File: src/rtl/piso_serializer.sv
// Parallel-in/serial-out stage: takes WIDTH-bit words on a valid/ready
// handshake and emits one bit per clk with no gaps between back-to-back words.
module piso_serializer #(
  parameter int   WIDTH     = 8,
  parameter bit   MSB_FIRST = 1'b1,
  parameter logic IDLE_BIT  = 1'b0
) (
  input  logic             clk,
  input  logic             rst,
  input  logic [WIDTH-1:0] din,
  input  logic             din_valid,
  output logic             din_ready,
  output logic             prtx,
  output logic             prtx_valid,
  output logic             busy,
  output logic             frame_done,
  output logic [15:0]      frame_count
);

  localparam int CW = $clog2(WIDTH);
  localparam logic [CW-1:0] LAST = CW'(WIDTH - 1);

  typedef enum logic {IDLE, SHIFT} state_t;

  state_t           state;
  logic [CW-1:0]    cnt;
  logic [WIDTH-2:0] sreg;
  logic [WIDTH-2:0] sreg_load;
  logic             first_bit;
  logic             at_last;
  logic             accept;

  // Handshake: a word transfers on a clk edge where din_valid && din_ready.
  // din_ready is combinational and is held low while rst is asserted.
  assign at_last    = (state == SHIFT) && (cnt == LAST);
  assign din_ready  = !rst && ((state == IDLE) || at_last);
  assign accept     = din_valid && din_ready;
  assign busy       = (state == SHIFT);
  assign frame_done = at_last;

  // sreg holds the remaining bits in send order; its top bit goes out next.
  always_comb begin
    sreg_load = '0;
    first_bit = 1'b0;
    if (MSB_FIRST) begin
      first_bit = din[WIDTH-1];
      sreg_load = din[WIDTH-2:0];
    end else begin
      first_bit = din[0];
      for (int i = 0; i < WIDTH - 1; i++) begin
        sreg_load[WIDTH-2-i] = din[i+1];
      end
    end
  end

  always_ff @(posedge clk) begin
    if (rst) begin
      state       <= IDLE;
      cnt         <= '0;
      sreg        <= '0;
      prtx        <= IDLE_BIT;
      prtx_valid  <= 1'b0;
      frame_count <= 16'd0;
    end else if (accept) begin
      state       <= SHIFT;
      cnt         <= '0;
      sreg        <= sreg_load;
      prtx        <= first_bit;
      prtx_valid  <= 1'b1;
      frame_count <= frame_count + 16'd1;
    end else if (state == SHIFT) begin
      if (at_last) begin
        state      <= IDLE;
        prtx       <= IDLE_BIT;
        prtx_valid <= 1'b0;
      end else begin
        prtx <= sreg[WIDTH-2];
        sreg <= sreg << 1;
        cnt  <= cnt + 1'b1;
      end
    end
  end

endmodule
File: config.mk
export PLATFORM = sky130hd
export DESIGN_NAME = piso_serializer
export DESIGN_NICKNAME = d
export VERILOG_FILES = /design/src/rtl/piso_serializer.sv
export SDC_FILE = /design/constraint.sdc
export NUM_CORES = 1
export LEC_CHECK = 0
export ABC_CLOCK_PERIOD_IN_PS = 3400
export BUFFER_PORTS_ARGS = -buffer_cell sky130_fd_sc_hd__buf_2
export CAP_MARGIN = 20
export CORE_ASPECT_RATIO = 0.6
export CORE_MARGIN = 3
export CORE_UTILIZATION = 40
export CTS_BUF_LIST = sky130_fd_sc_hd__clkbuf_8
export DETAILED_ROUTE_END_ITERATION = 8
export PLACE_DENSITY_LB_ADDON = 0.12
export SETUP_SLACK_MARGIN = 0.4
export SYNTH_ARGS = -nofsm -noshare
export SYNTH_HDL_FRONTEND = slang
export SYNTH_SLANG_ARGS = --single-unit
File: constraint.sdc
create_clock -name clk -period 3.4 [get_ports clk]
set_input_delay 0.17 -clock clk [delete_from_list [all_inputs] [get_ports clk]]
set_output_delay 0.17 -clock clk [all_outputs]
set_load 0.02 [all_outputs]
# Word-level counts from Yosys, hierarchy flattened
# Cells that the tools add are included.
# classes
n_div	0
bitwise_logic	2
n_lt_le_gt_ge	0
add_sub_neg	2
multipliers	0
n_eq_ne	2
muxes	12
n_shift	0
reduce_logical	11
# op_table
op	n
$mux W7	3
$add A16 B1 Y16 const B	1
$mux W1	9
$reduce_and A2 Y1	3
$reduce_bool A2 Y1	2
$add A3 B1 Y3 const B	1
$eq A3 B3 Y1 const B	1
$logic_and A1 B1 Y1	3
$ne A2 B1 Y1 const B	1
$not A1 Y1	2
$reduce_or A2 Y1	1
$logic_not A1 Y1	1
$logic_or A1 B1 Y1	1
# totals
inputBits	11
latch_bits	0
mem_bits_ro	0
n_memories	0
out_inout_bits	21
regBits	29
ramBits	0

# Longest topological paths before layout
# Gate-level depths: netlist (run 1).
# logic_depth
ltp_word	7
mapped_depth	8
ltp_nobuf	6

# Worst setup path after synthesis (run 1)
# OpenSTA, ideal clock, no wires.
# synth_timing
path_type	register -> register
from	reg cnt[0]
to	reg frame_count[13]
path_stages_with_launch	8
path_buffers	1
setup_ns	0.070
arrival_time_ns	1.586
slack_ns	1.743
t_required_ns	3.330
cell_sequence	dfxtp_1 ha_1 ha_1 nand2b_1 buf_2 nand3_4 or4_1 a21oi_1
# synth_between
elab_chain_len	5
# synth_lines
item	line_no	rtl
start: declaration	26	logic [CW-1:0] cnt;
start signal: assignment	79	cnt <= cnt + 1'b1;
$eq A3 B3 Y1	35	assign at_last = (state == SHIFT) && (cnt == LAST);
$logic_and A1 B1 Y1	35	
$logic_or A1 B1 Y1	36	assign din_ready = !rst && ((state == IDLE) || at_last);
$logic_and A1 B1 Y1	36	
$logic_and A1 B1 Y1	37	assign accept = din_valid && din_ready;
end signal: assignment	70	frame_count <= frame_count + 16'd1;
end: declaration	17	output logic [15:0] frame_count
# Every way passes these cells.
# A chain may end at the register's enable or synchronous reset.

# Worst setup path in the final report (run 1)
# layout_timing
from	reg cnt[0]
to	reg frame_count[14]
# The elaborated chain is that of the path after synthesis.

==> results of run 1 <==
cell families (layout without fill, tap and decap cells):
family / count (synthesis) / after routing / share of synthesized area [%]
xor+xnor: 6 / 6 / 3.970
simple gates: 53 / 53 / 23.06
buf+inv: 12 / 43 / 3.875
compound gates: 32 / 32 / 17.11
fa+ha+maj: 3 / 3 / 2.836
mux: 7 / 7 / 5.293
flops: 29 / 29 / 43.86
cell usage in the layout, fill, tap and decap left out, types with 3 or more instances in the layout:
master    instances
buf_2            31
a21oi_1           9
and2_1            3
o311ai_0          4
inv_1             5
clkbuf_8          6
nor2_1           18
nand2_1           7
o41ai_1           5
nand3_1           5
nand4_1           6
dfxtp_1          29
xor2_1            6
mux2i_1           7
a211oi_1          7
ha_1              3
critical path: stages, from the launching register on:
cell      delay (ns)
dfxtp_1         0.36
ha_1            0.16
ha_1            0.18
nand2b_1        0.22
nand3_2         0.21
or4_1           0.44
a21oi_1         0.16
registers in the layout, indices dropped and copies added, names as in the netlist:
signal and count:
prtx 1, busy 1, frame_count 16, cnt 3, prtx_valid 1, sreg 7
path summary, 6_finish.rpt:
check / from / to / slack [ns] / cells past startpoint
worst max-delay path: cnt[0]$_SDFFE_PP0P_ / frame_count[14]$_SDFFE_PP0P_ / 1.60 / 6
worst max register to register: cnt[0]$_SDFFE_PP0P_ / frame_count[14]$_SDFFE_PP0P_ / 1.60 / 6
worst min register to register: cnt[2]$_SDFFE_PP0P_ / cnt[2]$_SDFFE_PP0P_ / 0.48 / 2
worst min-delay path: din[7] / prtx$_SDFFE_PP0P_ / 0.15 / 2
power by group through the flow:
stage / logic (mW) / clock network (mW) / registers, mW
after detailed placement: 0.0666 / 0 / 0.369
after CTS: 0.0670 / 0.287 / 0.361
after floorplan: 0.0422 / 0 / 0.373
after global placement: 0.0663 / 0 / 0.368
after global routing: 0.0743 / 0.303 / 0.363
final: 0.0664 / 0.276 / 0.361
routing by layer:
metal,part of all wire (%),global-route usage (%),vias to the layer above
met5,0,0,-
met2,45,23.08,26
met1,50,18.89,539
met3,4.2,6.452,4
li1,-,-,591
met4,1.4,7.022,0
area by class of cell:
cell class / count / area, µm² / share of cell area, %
clock inverter: 1 / 3.754 / 0.2362
sequential: 29 / 580.6 / 36.54
multi-input combinational: 101 / 691.9 / 43.54
inverter: 4 / 15.01 / 0.9449
tap: 42 / 52.55 / 3.307
timing repair buffer: 32 / 162.7 / 10.24
clock buffer: 6 / 82.58 / 5.197
per-stage QoR:
stage          power [mW]  setup slack (ns)  instances
6_report           0.7038             1.601        215
5_1_grt            0.7403             1.483        215
4_1_cts            0.7150             1.603        215
3_5_place_dp       0.4354             1.622        208
3_3_place_gp       0.4345             1.720        208
2_1_floorplan      0.4156             1.743        142
==> impl_results.md, run 1 <==
* Status: completed
* CTS tree: built
* Post-synth EDFFs at 0
* Mapped Area at 1324 µm²
* Post-layout min period at 1.799 ns
* Syn_nets at between 150 and 200
* Final nets at ~190
* Final Hold Fails at 0
* Die W at 80.27 µm
* Synth async-reset ratio at 0%
* Fin. max-slew vios at 0
* # diodes at 0
* Mapped Cells at 142
* Drt wl/cell at around 14 µm
* Synth warnings at 0
* Mean Syn Cell Area at between 9 and 10 µm²
* RSZ-0062 raised after global routing: false
* Post-synth top area share at 43.86%
* Initial core utilization at 44.08%
* Setup TNS at 0 ns
* Fillers at 299
* Crit-path max FO at 9
* Final WL at 2933 µm
* P_sw at 168.1 µW
* Clock tree buffer depth at 2
* CTS sink cnt at 29
* Clk root buf: clkbuf_8
* F_max at 0.5560 GHz
* Via density at 5.395
* DRC errors left at 0
* Peak supply drop at around 0.20 mV
* Hold Slack at 0.1516 ns
* Grt ovf at 0
* Internal power at 535.7 µW
* Max Cap Violations at 0
* PwrDens at about 440 nW/µm²
* Vias at 1160
* Type of origin of the critical path: register
* Leak at 0.6823 nW
* Clock Pin Slew Worst Setup and Hold Paths at approximately 0.060 ns
* Switch share at about a quarter
* Area growth syn-to-layout at 20.04%
* Largest net degree at the start of global routing at 27
* Vias in the first global route at 1046
* Tcrit/Tclk final at 52.90%
* Finished Core Util at 52.92%
* Chip Height at 50.56 µm
* DP Area at 1503 µm²
* Std cell rows at 15
* Max transition margin at 67.70%
* Most frequent cell after synthesis: dfxtp_1
* Clk_skew at ~0.0035 ns
* Inserted Clock Buffers at 5
* Clock Latency Late Sink at between 0.2 and 0.3 ns
* Primary FF master, synth: dfxtp_1
* Synth area leaders: dfxtp_1 44%, mux2i_1 5.3%, nor2_1 5.1%, a211oi_1 4.0%, xor2_1 4.0%
* Routed Antenna Nets at 0
* I/O pin count at 32
* Final instance area at 1589 µm²
* DR iter-0 viols at 39
* Layout cells sized above 1 at 24.86%
* Worst Path Required at 3.60 ns
* Worst-Margin Slew at approximately 0.48 ns
* Core Footprint at about 3000 µm²
* Post-cts resize count at 0
* Initial antenna violation count at 0
* Die area at between 4000 and 5000 µm²
* Worst hold path type: in -> reg
* First-pass GRT wire length at 4726 µm
* Logic gate share of total power at 9.4%
* Pre-antenna DRT Iters at 4
* Total track usage at 15.31%
* Most instantiated cells after synthesis: 29 x dfxtp_1, 18 x nor2_1, 9 x a21oi_1
* Post-CTS Setup Bufs at 0
* Crit path capture type: register
* Post-synthesis sequential area ratio at 43.86%
* Seq cells post-synth at 29
* WS Path Type: reg -> reg
* Distinct cell type count after synthesis at 33
* Clock share of power at 39.2%
* Dominant cell type by area after synthesis: dfxtp_1
* # setup viols final at 0
* DP Wirelength at 2095 µm
* Hold_buf cts at 0
* Seq pwr share at ~50%
* Worst EP arrival at approximately 2 ns
* Placer Congestion at 0.7611
* Htree depth at 2
* PortBufs at 31
No activity file was read; power rests on OpenSTA's default activity.
==> run 2, diff against run 1 <==
Settings changed: ABC_AREA set to 1, ABC_CLOCK_PERIOD_IN_PS 3400 to 1700.
Clock period 3.4 ns to 1.7 ns, I/O delays scaled along.
==> run 2 against run 1 <==
Via count rose by 21%. Final area is 23% higher. Count of clock-buffer cells in the layout unchanged. Largest power group unchanged. Highest routed layer unchanged.
==> impl_results.md, run 2 <==
* Total track usage at 16.45% (+1.1 points)
* Final WL at 3586 µm (+22%)
* Logic gate share of total power at 11.6% (+2.2 points)
* Hold Path Sink: sreg[0]$_SDFFE_PP0P_
* Hold Crit Depth at 3 (+1)
* Type of origin of the critical path: register
* Dominant cell type by area after synthesis: dfxtp_1
* F_max at 0.6478 GHz (+17%)
* Synth async-reset ratio at 0% (unchanged)
* Worst Path Required at 1.87 ns (-1.73 ns)
* Grt ovf at 0 (unchanged)
* Drt wl/cell at 12.32 µm (-9.7%)
* Post-synth EDFFs at 0 (unchanged)
* Fin cells at 291 (+35%)
* Seq cells post-synth at 29 (unchanged)
* Final Hold Fails at 0 (unchanged)
* Largest regs: frame_count: 16 flops, sreg: 7 flops, cnt: 3 flops
* Fillers at 304 (+1.7%)
* Worst hold path startpoint: din[0]
* Pre-antenna DRT Iters at 4 (unchanged)
* Tcrit/Tclk final at 90.81% (+38 points)
* Crit-path max FO at 7 (-2)
* Fin worst setup slack at 0.1562 ns (-1.445 ns)
* Top sig layer: met4
* Status: completed
* Worst EP arrival at 1.71 ns (-0.29 ns)
* Internal power at 1.091 mW (+100%)
* Via density at 4.842 (-10%)
* Inserted Clock Buffers at 5 (unchanged)
* Post-synth top area share at 40.70% (-3.2 points)
* Mapped Cells at 196 (+38%)
* Primary FF master, synth: dfxtp_1
* RSZ-0062 raised after global routing: true
* Max transition margin at 81.72% (+14 points)
* Clock Pin Slew Worst Setup and Hold Paths at 0.06 ns (about the same)
* Placer Congestion at 0.8111 (+6.6%)
* Post-synthesis sequential area ratio at 40.70% (-3.2 points)
* Std cell rows at 16 (+1)
* Largest net degree at the start of global routing at 15 (-44%)
* Reg2reg start: cnt[0]$_SDFFE_PP0P_
* Most instantiated cells after synthesis: 51 x nand2_1, 29 x dfxtp_1, 25 x inv_1
* Most common cell after layout, fill and taps aside: nand2_1
* Worst hold path type: in -> reg
* Fin. max-slew vios at 0 (unchanged)
* Syn_nets at 210 (+35%)
* I/O pin count at 32 (unchanged)
* Metal3 WL at 275 µm (+130%)
* Post-layout min period at 1.544 ns (-0.2549 ns)
* Die area at 4342 µm² (+7.0%)
* Synth area leaders: dfxtp_1 41%, nand2_1 13%, nand3_1 7.0%, inv_1 6.6%, nor2_1 4.7%
* Max Cap Violations at 0 (unchanged)
* Clk_skew at 0.004860 ns (+0.001406 ns)
* Vias in the first global route at 1237 (+18%)
* Placed cell count at 270 (+30%)
* Initial core utilization at 42.66% (-1.4 points)
* PwrDens at 744.9 nW/µm² (+68%)
* Clock Latency Late Sink at 0.27 ns (about the same)
* Mean Syn Cell Area at 7.277 µm² (-22%)
* Setup TNS at 0 ns (unchanged)
* Worst-Margin Slew at 0.2732 ns (-0.2113 ns)
* Most frequent cells in the layout: 49 x nand2_1, 29 x buf_2, 25 x dfxtp_1
* Leak at 0.8765 nW (+28%)
* Clock share of power at 39.1% (about the same)
* Worst R2R End: frame_count[8]$_SDFFE_PP0P_
* Vias at 1409 (+21%)
* DP Wirelength at 2557 µm (+22%)
* Htree depth at 2 (unchanged)
* R2R setup slack at 0.16 ns (-1.45 ns)
* Initial antenna violation count at 0 (unchanged)
* Distinct cell type count after synthesis at 26 (-21%)
* Peak supply drop at 0.5258 mV (+170%)
* PortBufs at 31 (unchanged)
* Clk root buf: clkbuf_8
* CTS sink cnt at 29 (unchanged)
* Area growth syn-to-layout at 36.75%
* Clock tree buffer depth at 2 (unchanged)
* Synth warnings at 0 (unchanged)
* WS Path Type: reg -> reg
* Crit path capture type: register
* # diodes at 0 (unchanged)
* WL met1 at 1786 µm (+22%)
* DR iter-0 viols at 83 (+110%)
* Most frequent cell after synthesis: nand2_1
* Die W at 83.09 µm (+3.5%)
* R2R depth at 9 (+3)
* Seq pwr share at 49.3% (-2.0 points)
* WL met2 at 1501 µm (+15%)
* Chip Height at 52.26 µm (+3.4%)
* Final nets at 260 (+39%)
* Routed Antenna Nets at 0 (unchanged)
* DRC errors left at 0 (unchanged)
* First-pass GRT wire length at 5637 µm (+19%)
* CTS tree: built
* # setup viols final at 0 (unchanged)
* Core Footprint at 3343 µm² (+11%)
* P_sw at 362.1 µW (+120%)
* Switch share at 24.92% (+1.0 points)
* DP Worst Slack at 0.01292 ns (-1.609 ns)
* Mapped Area at 1426 µm² (+7.8%)
* Largest register FFs at 16 (unchanged)
* Biggest register: frame_count
* Layout cells sized above 1 at 35.37% (+11 points)
run 2: what timing repair did:
item / 4_1_cts / 5_1_grt
setup buffers: 10 / 4
pin swaps: 10 / 8
gates resized for setup: 18 / 11
endpoints found under the setup margin: 30 / 30
hold buffers: 0 / 0
run 2: worst max-delay path by stage:
stage | from | end | slack [ns]
floorplan | cnt[0]$_SDFFE_PP0P_ | frame_count[15]$_SDFFE_PP0P_ | 0.21
finish | cnt[0]$_SDFFE_PP0P_ | frame_count[8]$_SDFFE_PP0P_ | 0.16
detailed placement | cnt[1]$_SDFFE_PP0P_ | frame_count[8]$_SDFFE_PP0P_ | 0.01
global placement | cnt[1]$_SDFFE_PP0P_ | frame_count[8]$_SDFFE_PP0P_ | 0.12
global route | cnt[0]$_SDFFE_PP0P_ | sreg[0]$_SDFFE_PP0P_ | 0.07
CTS | cnt[0]$_SDFFE_PP0P_ | frame_count[9]$_SDFFE_PP0P_ | 0.18
run 2: critical path, cell delays in order (launching register included):
cell,delay [ns]
dfxtp_2,0.36
ha_4,0.15
ha_4,0.16
inv_8,0.04
nand2_8,0.05
nand3_4,0.11
nor2_4,0.25
nand2_1,0.12
o21ai_1,0.14
nor2_1,0.05
run 2: kinds of logic (layout without fill, tap and decap cells):
group	Yosys count	in the layout	synth area share (%)
AO/OA/AOI/OAI	21	21	8.421
buffers and inverters	33	83	10.00
AND/OR/NAND/NOR	106	106	35.44
adder cells (fa/ha/maj)	3	3	2.632
multiplexers	2	2	1.579
flip-flops	29	29	40.70
XOR/XNOR	2	2	1.228
run 2: area by class of cell:
type                    instances  area [µm²]  area share [%]
clock buffers                   6       82.58           4.233
clock inverters                 1       3.754          0.1924
inverters                      28       117.6           6.030
multi-input cells             134       789.5           40.47
flip-flops and latches         29       590.6           30.28
well taps                      45       56.30           2.886
repair buffers                 48       310.3           15.91
run 2: power by group through the flow:
stage | sequential, mW | clock, mW | combinational, mW
floorplan | 0.738 | 0 | 0.0833
global placement | 0.730 | 0 | 0.129
detailed placement | 0.731 | 0 | 0.132
CTS | 0.716 | 0.571 | 0.158
global route | 0.717 | 0.607 | 0.187
finish | 0.716 | 0.568 | 0.169
run 2: through the flow:
stage | util [%] | area [µm²] | total power, mW | hold slack [ns]
final | 58.35 | 1951 | 1.453 | 0.07447
after global routing | 58.35 | 1951 | 1.511 | 0.07578
after CTS | 56.40 | 1886 | 1.445 | 0.05550
after detailed placement | 49.74 | 1663 | 0.8631 | 0.3487
after global placement | 49.74 | 1663 | 0.8594 | 0.3404
after floorplan | - | 1466 | 0.8213 | 0.1643
run 2: routing by layer:
| layer | vias up | global-route usage (%) |
|---|---|---|
| li1 | 728 | - |
| met1 | 624 | 22.42 |
| met2 | 53 | 24.73 |
| met3 | 4 | 6.436 |
| met4 | 0 | 3.261 |
| met5 | - | 0 |
==> run 3, diff against run 2 <==
Settings changed: CORE_ASPECT_RATIO 0.6 to not set, RECOVER_POWER set to 25, SLEW_MARGIN set to 25.
==> run 3 against run 2 <==
Clock skew down 0.0013 ns. Cell count down 0.34%. Clock power up 12%. Utilization down 1.8 points. Flip-flop and latch count unchanged. Global-route usage up 0.64 points. Fmax up 7.6%. Count of clock-buffer cells in the layout up 1. Hold slack worse by 0.027 ns. Via count down 1.2%. Critical path type unchanged.
==> impl_results.md, run 3 (synthesis gave the netlist of run 2 again) <==
* Status: completed
* Tcrit/Tclk final at 84.41% (-6.4 points)
* Vias at 1392 (-1.2%)
* Reg2reg start: cnt[0]$_SDFFE_PP0P_
* Switch share at 25.03% (+0.11 points)
* Max stage delay cell, worst path: dfxtp_2
* Largest regs: frame_count: 16 flops, sreg: 7 flops, cnt: 3 flops
* Leak at 0.8186 nW (-6.6%)
* Worst Path Required at 1.91 ns (+0.04 ns)
* Most used cell, CP: ha_4
* Grt ovf at 0 (unchanged)
* CP endpoint: sreg[6]$_SDFFE_PP0P_
* Worst EP arrival at 1.65 ns (-0.06 ns)
* RSZ-0062 raised after global routing: true
* Chip Height at 65.72 µm (+26%)
* First-pass GRT wire length at 5637 µm (unchanged)
* Fillers at 332 (+9.2%)
* Max incr delay on CP at 0.35 ns (about the same)
* CTS sink cnt at 29 (unchanged)
* Pre-antenna DRT Iters at 4 (unchanged)
* Most common cell after layout, fill and taps aside: nand2_1
* DP Wirelength at 2218 µm (-13%)
* Peak supply drop at 0.5745 mV (+9.3%)
* Setup TNS at 0 ns (unchanged)
* Inserted Clock Buffers at 5 (unchanged)
* Fin cells at 290 (-0.34%)
* R2R setup slack at 0.26 ns (+0.11 ns)
* Logic gate share of total power at 10.4% (-1.2 points)
* Layout cells sized above 1 at 31.56% (-3.8 points)
* Initial core utilization at 42.08% (-0.58 points)
* Clock tree buffer depth at 2 (unchanged)
* Critical Path Source: cnt[0]$_SDFFE_PP0P_
* Htree depth at 2 (unchanged)
* PortBufs at 31 (unchanged)
* Hold Crit Depth at 3 (unchanged)
* DRC errors left at 0 (unchanged)
* Largest register FFs at 16 (unchanged)
* Worst R2R End: sreg[6]$_SDFFE_PP0P_
* Fin worst setup slack at 0.2650 ns (+0.1088 ns)
* Clk_skew at 0.003597 ns (-0.001263 ns)
* Max transition margin at 79.85% (-1.9 points)
* Largest net degree at the start of global routing at 15 (unchanged)
* Biggest register: frame_count
* Clk root buf: clkbuf_8
* DR iter-0 viols at 89 (+7.2%)
* Clock Latency Late Sink at 0.28 ns (about the same)
* F_max at 0.6969 GHz (+7.6%)
* Vias in the first global route at 1318 (+6.5%)
* Routed Antenna Nets at 0 (unchanged)
* Type of origin of the critical path: register
* Placer Congestion at 0.7719 (-4.8%)
* Core Footprint at 3390 µm² (+1.4%)
* I/O pin count at 32 (unchanged)
* DP Worst Slack at 0.06546 ns (+0.05255 ns)
* Clock Pin Slew Worst Setup and Hold Paths at 0.06 ns (about the same)
* Placed cell count at 271 (+0.37%)
* Fin. max-slew vios at 0 (unchanged)
* Overall Power at 1.508 mW (+3.8%)
* Clock share of power at 42.1% (+3.0 points)
* R2R depth at 9 (unchanged)
* Worst-Margin Slew at 0.3023 ns (+0.02908 ns)
* PwrDens at 787.2 nW/µm² (+5.7%)
* Crit path capture type: register
* Total track usage at 17.08% (+0.64 points)
* Most frequent cells in the layout: 44 x nand2_1, 24 x dfxtp_1, 23 x inv_1
* Drt wl/cell at 11.13 µm (-9.7%)
* Initial antenna violation count at 0 (unchanged)
* Post-layout min period at 1.435 ns (-0.1088 ns)
* Area growth syn-to-layout at 34.30%
* Cell Chain, Critical Path: ha_4 -> ha_4 -> inv_8 -> nand2_8 -> nand3_4 -> buf_4 -> inv_6 -> nand2_1 -> a31oi_1
* Max Cap Violations at 0 (unchanged)
* Worst hold path type: in -> reg
* CTS tree: built
* Final instance area at 1916 µm² (-1.8%)
* DP Area at 1664 µm² (about the same)
* Final WL at 3227 µm (-10%)
* Die W at 65.72 µm (-21%)
* P_sw at 377.4 µW (+4.2%)
* Via density at 4.800 (-0.87%)
* Final nets at 257 (-1.2%)
* # diodes at 0 (unchanged)
* Internal power at 1.131 mW (+3.6%)
* WS Path Type: reg -> reg
* Crit-path max FO at 13 (+6)
* Std cell rows at 21 (+5)
* Seq pwr share at 47.5% (-1.8 points)
* Final Hold Fails at 0 (unchanged)
* Die area at 4318 µm² (-0.54%)
* # setup viols final at 0 (unchanged)
run 3: metal layers:
layer / vias to the layer above / GRT usage (%) / share of wire [%]
met5: - / 0 / 0
met4: 0 / 9.326 / 2.2
met3: 7 / 4.103 / 4.4
met2: 29 / 27.41 / 47
met1: 628 / 20.84 / 47
li1: 728 / - / -
run 3: final cells by class:
| type | instances | area [µm²] | area share [%] |
|---|---|---|---|
| Multi-Input combinational cell | 135 | 803.3 | 41.93 |
| Sequential cell | 29 | 591.8 | 30.89 |
| Timing Repair Buffer | 44 | 244.0 | 12.74 |
| Inverter | 28 | 117.6 | 6.140 |
| Clock buffer | 7 | 96.34 | 5.029 |
| Tap cell | 46 | 57.56 | 3.005 |
| Clock inverter | 1 | 5.005 | 0.2613 |
run 3: timing repair:
action | in CTS | in global routing
resized for setup | 10 | 18
setup endpoints to repair | 30 | 29
cloned | 1 | 0
buffers inserted | 7 | 3
hold buffers | 0 | 0
pin swaps | 7 | 8
run 3: worst min-delay path by stage:
stage	start	slack, ns	endpoint
4_1_cts	din[0]	0.05	sreg[0]$_SDFFE_PP0P_
5_1_grt	din[1]	0.07	sreg[1]$_SDFFE_PP0P_
3_5_place_dp	din[0]	0.35	sreg[0]$_SDFFE_PP0P_
6_report	din[0]	0.05	sreg[0]$_SDFFE_PP0P_
2_1_floorplan	rst	0.16	frame_count[3]$_SDFFE_PP0P_
3_3_place_gp	din[0]	0.35	sreg[0]$_SDFFE_PP0P_
run 3: metrics by stage:
| stage | utilization [%] | hold slack [ns] |
|---|---|---|
| floorplan | - | 0.1643 |
| global placement | 49.10 | 0.3455 |
| detailed placement | 49.10 | 0.3493 |
| CTS | 54.89 | 0.04646 |
| global route | 56.52 | 0.07064 |
| finish | 56.52 | 0.04737 |
run 3: worst max-delay path: cells and delay by family, from the launching register on:
family	cells	cell delay, ns
buffers and inverters	3	0.31
DFF	1	0.35
and+or+nand+nor	3	0.25
adders and majority gates	2	0.29
AOI/OAI and AO/OA	1	0.16
run 3: power by group through the flow:
stage	combinational (mW)	sequential (mW)	clock, mW
2_1_floorplan	0.0833	0.738	0
3_3_place_gp	0.129	0.731	0
3_5_place_dp	0.132	0.730	0
4_1_cts	0.154	0.716	0.648
5_1_grt	0.176	0.719	0.681
6_report	0.157	0.717	0.635
